<file path="config.mk">
export PLATFORM = sky130hd
export DESIGN_NAME = ir_frame_controller
export DESIGN_NICKNAME = d
export VERILOG_FILES = /design/src/rtl/ir_frame_controller.sv
export SDC_FILE = /design/constraint.sdc
export NUM_CORES = 1
export LEC_CHECK = 0
export ABC_AREA = 1
export CORE_ASPECT_RATIO = 0.5
export CORE_MARGIN = 3
export CORE_UTILIZATION = 30
export CTS_BUF_LIST = sky130_fd_sc_hd__clkbuf_16
export DETAILED_ROUTE_END_ITERATION = 12
export SYNTH_ARGS = -nofsm -noshare
export SYNTH_HDL_FRONTEND = slang
export SYNTH_SLANG_ARGS = --single-unit
</file>
<file path="constraint.sdc">
create_clock -name clk -period 5.4 [get_ports clk]
set_clock_uncertainty 0.1 [all_clocks]
set_input_delay 1.62 -clock clk [delete_from_list [all_inputs] [get_ports clk]]
set_output_delay 1.62 -clock clk [all_outputs]
set_load 0.03 [all_outputs]
</file>
<file path="src/rtl/ir_frame_controller.sv">
// rtl/ir_frame_controller.sv - NEC-style IR frame decoder with held-frame handshake
module ir_frame_controller #(
    parameter int CLK_PER_US = 50,
    parameter int TIMEOUT_US = 12000
) (
    input  logic       clk,
    input  logic       reset,
    input  logic       ir_n,
    input  logic       ack,
    output logic       frame_valid,
    output logic [7:0] address,
    output logic [7:0] command,
    output logic       repeat_pulse,
    output logic       error_pulse,
    output logic       overrun_pulse
);

    localparam int PW = (CLK_PER_US > 1) ? $clog2(CLK_PER_US) : 1;
    localparam int WW = ($clog2(TIMEOUT_US + 1) > 14) ? $clog2(TIMEOUT_US + 1) : 14;

    typedef enum logic [2:0] {
        IDLE,
        LDR_MARK,
        LDR_SPACE,
        BIT_MARK,
        BIT_SPACE,
        CHECK
    } state_t;

    state_t        state;
    logic          sync1;
    logic          sync2;
    logic          level_q;
    logic [PW-1:0] pre;
    logic [WW-1:0] width;
    logic [5:0]    bit_cnt;
    logic [31:0]   shift_reg;

    function automatic logic in_range(input logic [WW-1:0] w, input int lo, input int hi);
        return (int'(w) >= lo) && (int'(w) <= hi);
    endfunction

    logic fall;
    logic rise;
    logic tick;
    logic timeout;
    logic ldr_mark_ok;
    logic ldr_space_ok;
    logic rep_space_ok;
    logic short_ok;
    logic long_ok;
    logic frame_ok;

    assign fall         = level_q & ~sync2;
    assign rise         = ~level_q & sync2;
    assign tick         = (pre == PW'(CLK_PER_US - 1));
    assign timeout      = (width == WW'(TIMEOUT_US));
    assign ldr_mark_ok  = in_range(width, 8000, 10000);
    assign ldr_space_ok = in_range(width, 4000, 5000);
    assign rep_space_ok = in_range(width, 2000, 2500);
    assign short_ok     = in_range(width, 400, 720);
    assign long_ok      = in_range(width, 1400, 1900);
    assign frame_ok     = (shift_reg[15:8] == ~shift_reg[7:0]) &&
                          (shift_reg[31:24] == ~shift_reg[23:16]);

    // Idle line is high, so the synchronizer resets to 1 to avoid a phantom edge.
    always_ff @(posedge clk or negedge reset) begin
        if (!reset) begin
            sync1   <= 1'b1;
            sync2   <= 1'b1;
            level_q <= 1'b1;
        end else begin
            sync1   <= ir_n;
            sync2   <= sync1;
            level_q <= sync2;
        end
    end

    always_ff @(posedge clk or negedge reset) begin
        if (!reset) begin
            pre   <= '0;
            width <= '0;
        end else begin
            pre <= tick ? '0 : pre + 1'b1;
            if (fall || rise) begin
                width <= '0;
            end else if (tick && !timeout) begin
                width <= width + 1'b1;
            end
        end
    end

    always_ff @(posedge clk or negedge reset) begin
        if (!reset) begin
            state         <= IDLE;
            bit_cnt       <= '0;
            shift_reg     <= '0;
            frame_valid   <= 1'b0;
            address       <= '0;
            command       <= '0;
            repeat_pulse  <= 1'b0;
            error_pulse   <= 1'b0;
            overrun_pulse <= 1'b0;
        end else begin
            repeat_pulse  <= 1'b0;
            error_pulse   <= 1'b0;
            overrun_pulse <= 1'b0;
            // A load in CHECK assigns later and therefore wins over ack.
            if (ack) begin
                frame_valid <= 1'b0;
            end
            case (state)
                IDLE: begin
                    if (fall) begin
                        state <= LDR_MARK;
                    end
                end
                LDR_MARK: begin
                    if (rise && ldr_mark_ok) begin
                        state <= LDR_SPACE;
                    end else if (rise || timeout) begin
                        state       <= IDLE;
                        error_pulse <= 1'b1;
                    end
                end
                LDR_SPACE: begin
                    if (fall && ldr_space_ok) begin
                        state   <= BIT_MARK;
                        bit_cnt <= '0;
                    end else if (fall && rep_space_ok) begin
                        state        <= IDLE;
                        repeat_pulse <= 1'b1;
                    end else if (fall || timeout) begin
                        state       <= IDLE;
                        error_pulse <= 1'b1;
                    end
                end
                BIT_MARK: begin
                    if (rise && short_ok) begin
                        state <= BIT_SPACE;
                    end else if (rise || timeout) begin
                        state       <= IDLE;
                        error_pulse <= 1'b1;
                    end
                end
                BIT_SPACE: begin
                    if (fall && (short_ok || long_ok)) begin
                        shift_reg <= {long_ok, shift_reg[31:1]};
                        bit_cnt   <= bit_cnt + 6'd1;
                        state     <= (bit_cnt == 6'd31) ? CHECK : BIT_MARK;
                    end else if (fall || timeout) begin
                        state       <= IDLE;
                        error_pulse <= 1'b1;
                    end
                end
                CHECK: begin
                    state <= IDLE;
                    if (!frame_ok) begin
                        error_pulse <= 1'b1;
                    end else if (frame_valid) begin
                        overrun_pulse <= 1'b1;
                    end else begin
                        address     <= shift_reg[7:0];
                        command     <= shift_reg[23:16];
                        frame_valid <= 1'b1;
                    end
                end
                default: state <= IDLE;
            endcase
        end
    end

endmodule

</file>
### Word-level counts from Yosys, hierarchy flattened

Index checks and enable logic that the tools add are counted.

| cells by class | value |
|---|---|
| reductions and logical operators | 23 |
| multiplexer cells | 35 |
| magnitude comparators | 10 |
| $add $sub $neg | 3 |
| eq/ne operators | 13 |
| bitwise logic cells | 7 |

Operators by type and width:

| kind | number |
|---|---|
| 14-bit by 11-bit >= comparator with 1-bit output (second input constant) | 2 |
| 14-bit 2-to-1 mux | 2 |
| 3-bit 2-to-1 mux | 9 |
| 1-bit 2-to-1 mux | 18 |
| 6-bit 2-to-1 mux | 3 |
| 8-bit equality test | 2 |
| 8-bit NOT | 2 |
| 3-bit one-hot mux with 5 select lines | 1 |
| 14-bit by 1-bit adder with 14-bit output (second input constant) | 1 |
| 14-bit equality test (second input constant) | 1 |
| 14-bit by 12-bit >= comparator with 1-bit output (second input constant) | 1 |
| 14-bit by 13-bit >= comparator with 1-bit output (second input constant) | 1 |
| 14-bit by 9-bit >= comparator with 1-bit output (second input constant) | 1 |
| 14-bit by 10-bit <= comparator with 1-bit output (second input constant) | 1 |
| 14-bit by 11-bit <= comparator with 1-bit output (second input constant) | 1 |
| 14-bit by 12-bit <= comparator with 1-bit output (second input constant) | 1 |
| 14-bit by 13-bit <= comparator with 1-bit output (second input constant) | 1 |
| 14-bit <= comparator (second input constant) | 1 |
| 6-bit by 1-bit adder with 6-bit output (second input constant) | 2 |
| 1-bit logical AND | 12 |
| 6-bit one-hot mux with 2 select lines | 1 |
| 3-bit by 2-bit equality test with 1-bit output (second input constant) | 2 |
| 3-bit equality test (second input constant) | 2 |
| 6-bit by 5-bit equality test with 1-bit output (second input constant) | 1 |
| 12 further kinds | 22 |

| word-level totals | value |
|---|---|
| word-level logic and storage cells | 105 |
| bits in registers | 84 |
| input port bits | 4 |
| output and inout port bits | 20 |

### Depth between registers and ports, before layout

| logic depth | value |
|---|---|
| depth in word-level cells | 7 |
| depth in mapped cells | 14 |
| mapped depth without buffers | 14 |

### Least setup slack after synthesis

No wires, ideal clock.

| timing path | value |
|---|---|
| path kind | reg-to-output |
| start point | register frame_valid |
| end point | output frame_valid |
| data required time | 3,680 ps |
| arrival | 509 ps |
| setup slack | 3,171 ps |
| cell stages (with the launch flop) | 1 |
| path buffers | 0 |
| cell sequence | dfrtp_1 |

RTL lines:

| item | line | source |
|---|---|---|
| start, declared | 10 | `output logic frame_valid,` |
| start signal, assigned | 98 | `frame_valid <= 1'b0;` |
| start signal, assigned | 110 | `frame_valid <= 1'b0;` |
| start signal, assigned | 165 | `frame_valid <= 1'b1;` |

No word-level cell between the ends.

### Final worst setup path

| timing path | value |
|---|---|
| start point | register frame_valid |
| end point | output frame_valid |

No word-level cell between the ends.

==> results.yml <==
global_routing:
  overflow: 0
  gr-usage-met2: 0.2055
  grt_start_max_net_pins: 65
  use_met3: 0.02771
  antenna_found_initial: 0
  grt.total_usage: 0.1304
  first_global_vias: 3482
  grt_pass1_wl_mm: 17.19
  grt_util_met1: 0.1773
  busiest_layer: "met2"
route:
  drt_pass1_iterations: 4
  drc: 0
  wl_per_cell_um: 12.60
  drt-total-wl_mm: 9.879
  avgViaCountPerCell: 4.624
  num_vias: 3625
  drtIter0Drc: 274
  drtAntennaViolNets: 0
sta:
  fin_crit_sh: 0.5785
  setup_violations: 0
  fin_ws_ns: 2.276
  timing.fmax_ghz: 0.3201
  finalHoldViolCount: 0
  relSlewSlack: 0.3895
  drv_slew: 0
  fin_crit_ns: 3.124
  worst_pin_slew_ns: 0.9136
  fin_tns_setup_ns: 0
  rsz0062_at_grt: "no"
yosys:
  synth_xor_area_frac: 0.03564
  yosys.cell_count.top_type: "nand2_1"
  ys_async_sr_fraction: 1.000
  synth_top_family_by_area: "simple AND/OR/NAND/NOR gates"
  synth_nets: 574
  yosys.area_share.adder: 0.01980
  syn_avg_cell_area_um2: 7.856
  synth_top_area_share: 0.4583
  synth_compound_area_frac: 0.08062
  dominantRegCellSynth: "dfrtp_1"
  synth_mux_area_frac: 0.005092
  synth_cells: 563
  synthSimpleGateAreaFrac: 0.3120
  ys_seq_area_frac: 0.4761
  yosys.area.top_type: "dfrtp_1"
  synthTopCellsByCount: "nand2_1 (164), dfrtp_1 (81), inv_1 (56)"
  yosys_warnings: 0
  synth_cell_type_count: 38
  synth_area_leaders: "dfrtp_1 (46%), nand2_1 (14%), inv_1 (4.8%)"
  synth_edf_count: 0
  syn_area_mm2: 0.004423
  synth-seq-cells: 84
floorplan:
  initial_utilization: 0.3168
  die_h_um: 91.86
  io_pins: 24
  design.die.area_mm2: 0.01632
  chipWidth_um: 177.7
  fp-row-count: 30
  design.core.area_mm2: 0.01396
critical_path:
  path_delay_family: "buffers and inverters"
  crit_arrival_ns: 1.40
  cp_max_fo: 3
  worstPathRequired_ns: 3.68
  critPathLaunchType: "register"
  crit_path_top_delay_cell: "clkdlybuf4s50_1"
  end_kind: "output port"
  critPathBufInv: 1
  crit_type: "reg -> out"
  max_stage_delay_ns: 0.68
  worstPathCellList: "clkdlybuf4s50_1"
layout:
  syn2layout_area_growth_pct: 15.30
  num-fill-cells: 1468
  fin_cells: 784
  largest_reg_flops: 32
  diodes: 0
  drive_gt1_frac: 0.08446
  fin_nets: 598
place:
  port_buffers: 23
  place_ws_ns: 2.620
  place_hpwl_mm: 7.245
  place_inst: 768
  place.gp.congestion: 0.9042
clock_network:
  postCtsHoldBufs: 0
  ctsHtreeMaxLevel: 3
  cts_buffers: 9
  clockRootBuffer: "clkbuf_16"
  cts_tree: "built"
  cts_num_sinks: 84
  clock_path_buffers: 2
  cts_resized: 0
  cts_setup_buffers: 0
  clk_pin_slew_ns: 0.06
  clk_latency_ns: 0.34
pwr:
  power_density_mw_per_mm2: 249.0
  power_mw: 1.270
  clkPwrFrac: 0.450
  combinationalPowerShare: 0.045
  p_int_mw: 0.9668
  p_seq_frac: 0.505
  power_switching_mw: 0.3032
  total_leakage_power_nw: 2.350
  p_sw_frac: 0.2388
  ir_drop_mv: 0.1491
run:
  drv_cap: 0
worst_hold_path:
  min_path_type: "reg -> reg"
run_status:
  status: "completed"
[stage by stage]
| step | cell area (µm²) | hold WS (ns) | util |
|---|---|---|---|
| 2_1_floorplan | 4423 | 0.2452 | - |
| 3_3_place_gp | 4825 | 0.2479 | 0.3455 |
| 3_5_place_dp | 4825 | 0.2484 | 0.3455 |
| 4_1_cts | 5100 | 0.2575 | 0.3652 |
| 5_1_grt | 5100 | 0.2630 | 0.3652 |
| 6_report | 5100 | 0.2565 | 0.3652 |
[power by group through the flow]
stage	clock [mW]	combinational (mW)	sequential [mW]
floorplan	0	0.0325	0.654
global placement	0	0.0569	0.652
detailed placement	0	0.0589	0.652
CTS	0.587	0.0587	0.641
global route	0.619	0.0654	0.642
finish	0.572	0.0572	0.641
[cells in the final DEF (no fill, tap or decap), types with 2 or more instances in the layout]
cell type | synthesis | routed
nor2_2 | 5 | 5
buf_4 | 3 | 2
o21ai_1 | 22 | 22
inv_2 | 5 | 5
o21ai_0 | 30 | 30
xor2_1 | 17 | 17
a21oi_1 | 13 | 13
nand2_1 | 164 | 164
clkbuf_16 | 0 | 9
nand2_4 | 2 | 2
or2_2 | 3 | 3
clkinv_1 | 1 | 2
nor3_2 | 2 | 2
inv_6 | 0 | 2
inv_1 | 56 | 56
nor2_1 | 50 | 50
nand2_2 | 7 | 7
dfrtp_1 | 81 | 81
nand3_1 | 42 | 42
nand3b_1 | 2 | 2
clkinvlp_4 | 0 | 2
clkdlybuf4s50_1 | 0 | 22
ha_1 | 7 | 7
nor3_1 | 16 | 16
nand4_1 | 12 | 12
dfstp_2 | 3 | 3
[worst paths after layout]
path	slack, ns	cells after the start	end	start
max in group asynchronous	3.12	2	shift_reg[25]$_DFFE_PN0P_	reset
hold reg to reg	0.26	0	sync2$_DFF_PN1_	sync1$_DFF_PN1_
hold / removal	0.26	0	sync2$_DFF_PN1_	sync1$_DFF_PN1_
setup reg to reg	2.74	13	bit_cnt[4]$_DFFE_PN0P_	width[0]$_DFFE_PN0P_
min in group asynchronous	1.27	1	width[1]$_DFFE_PN0P_	reset
setup / recovery	2.28	1	frame_valid	frame_valid$_DFF_PN0_
[cell type report]
type	count	area, µm²	area share
multi-input combinational	405	2004	0.3930
inverter	63	239.0	0.04686
clock inverter	7	50.05	0.009814
sequential	84	2106	0.4129
tap	192	240.2	0.04710
timing repair buffer	24	235.2	0.04612
clock buffer	9	225.2	0.04416
[cell families after synthesis]
family | after synthesis
AO/OA/AOI/OAI | 69
XOR/XNOR | 18
flip-flops | 84
multiplexers | 1
adder cells (fa/ha/maj) | 7
buffers and inverters | 74
AND/OR/NAND/NOR | 310
[routing by layer]
metal  vias to the layer above  share of wire
met5                         -              0
met4                         0          0.021
met3                        15          0.037
met2                        67           0.45
met1                      1685           0.49
li1                       1858              -
Note: power is estimated with default switching activity, not from simulation.
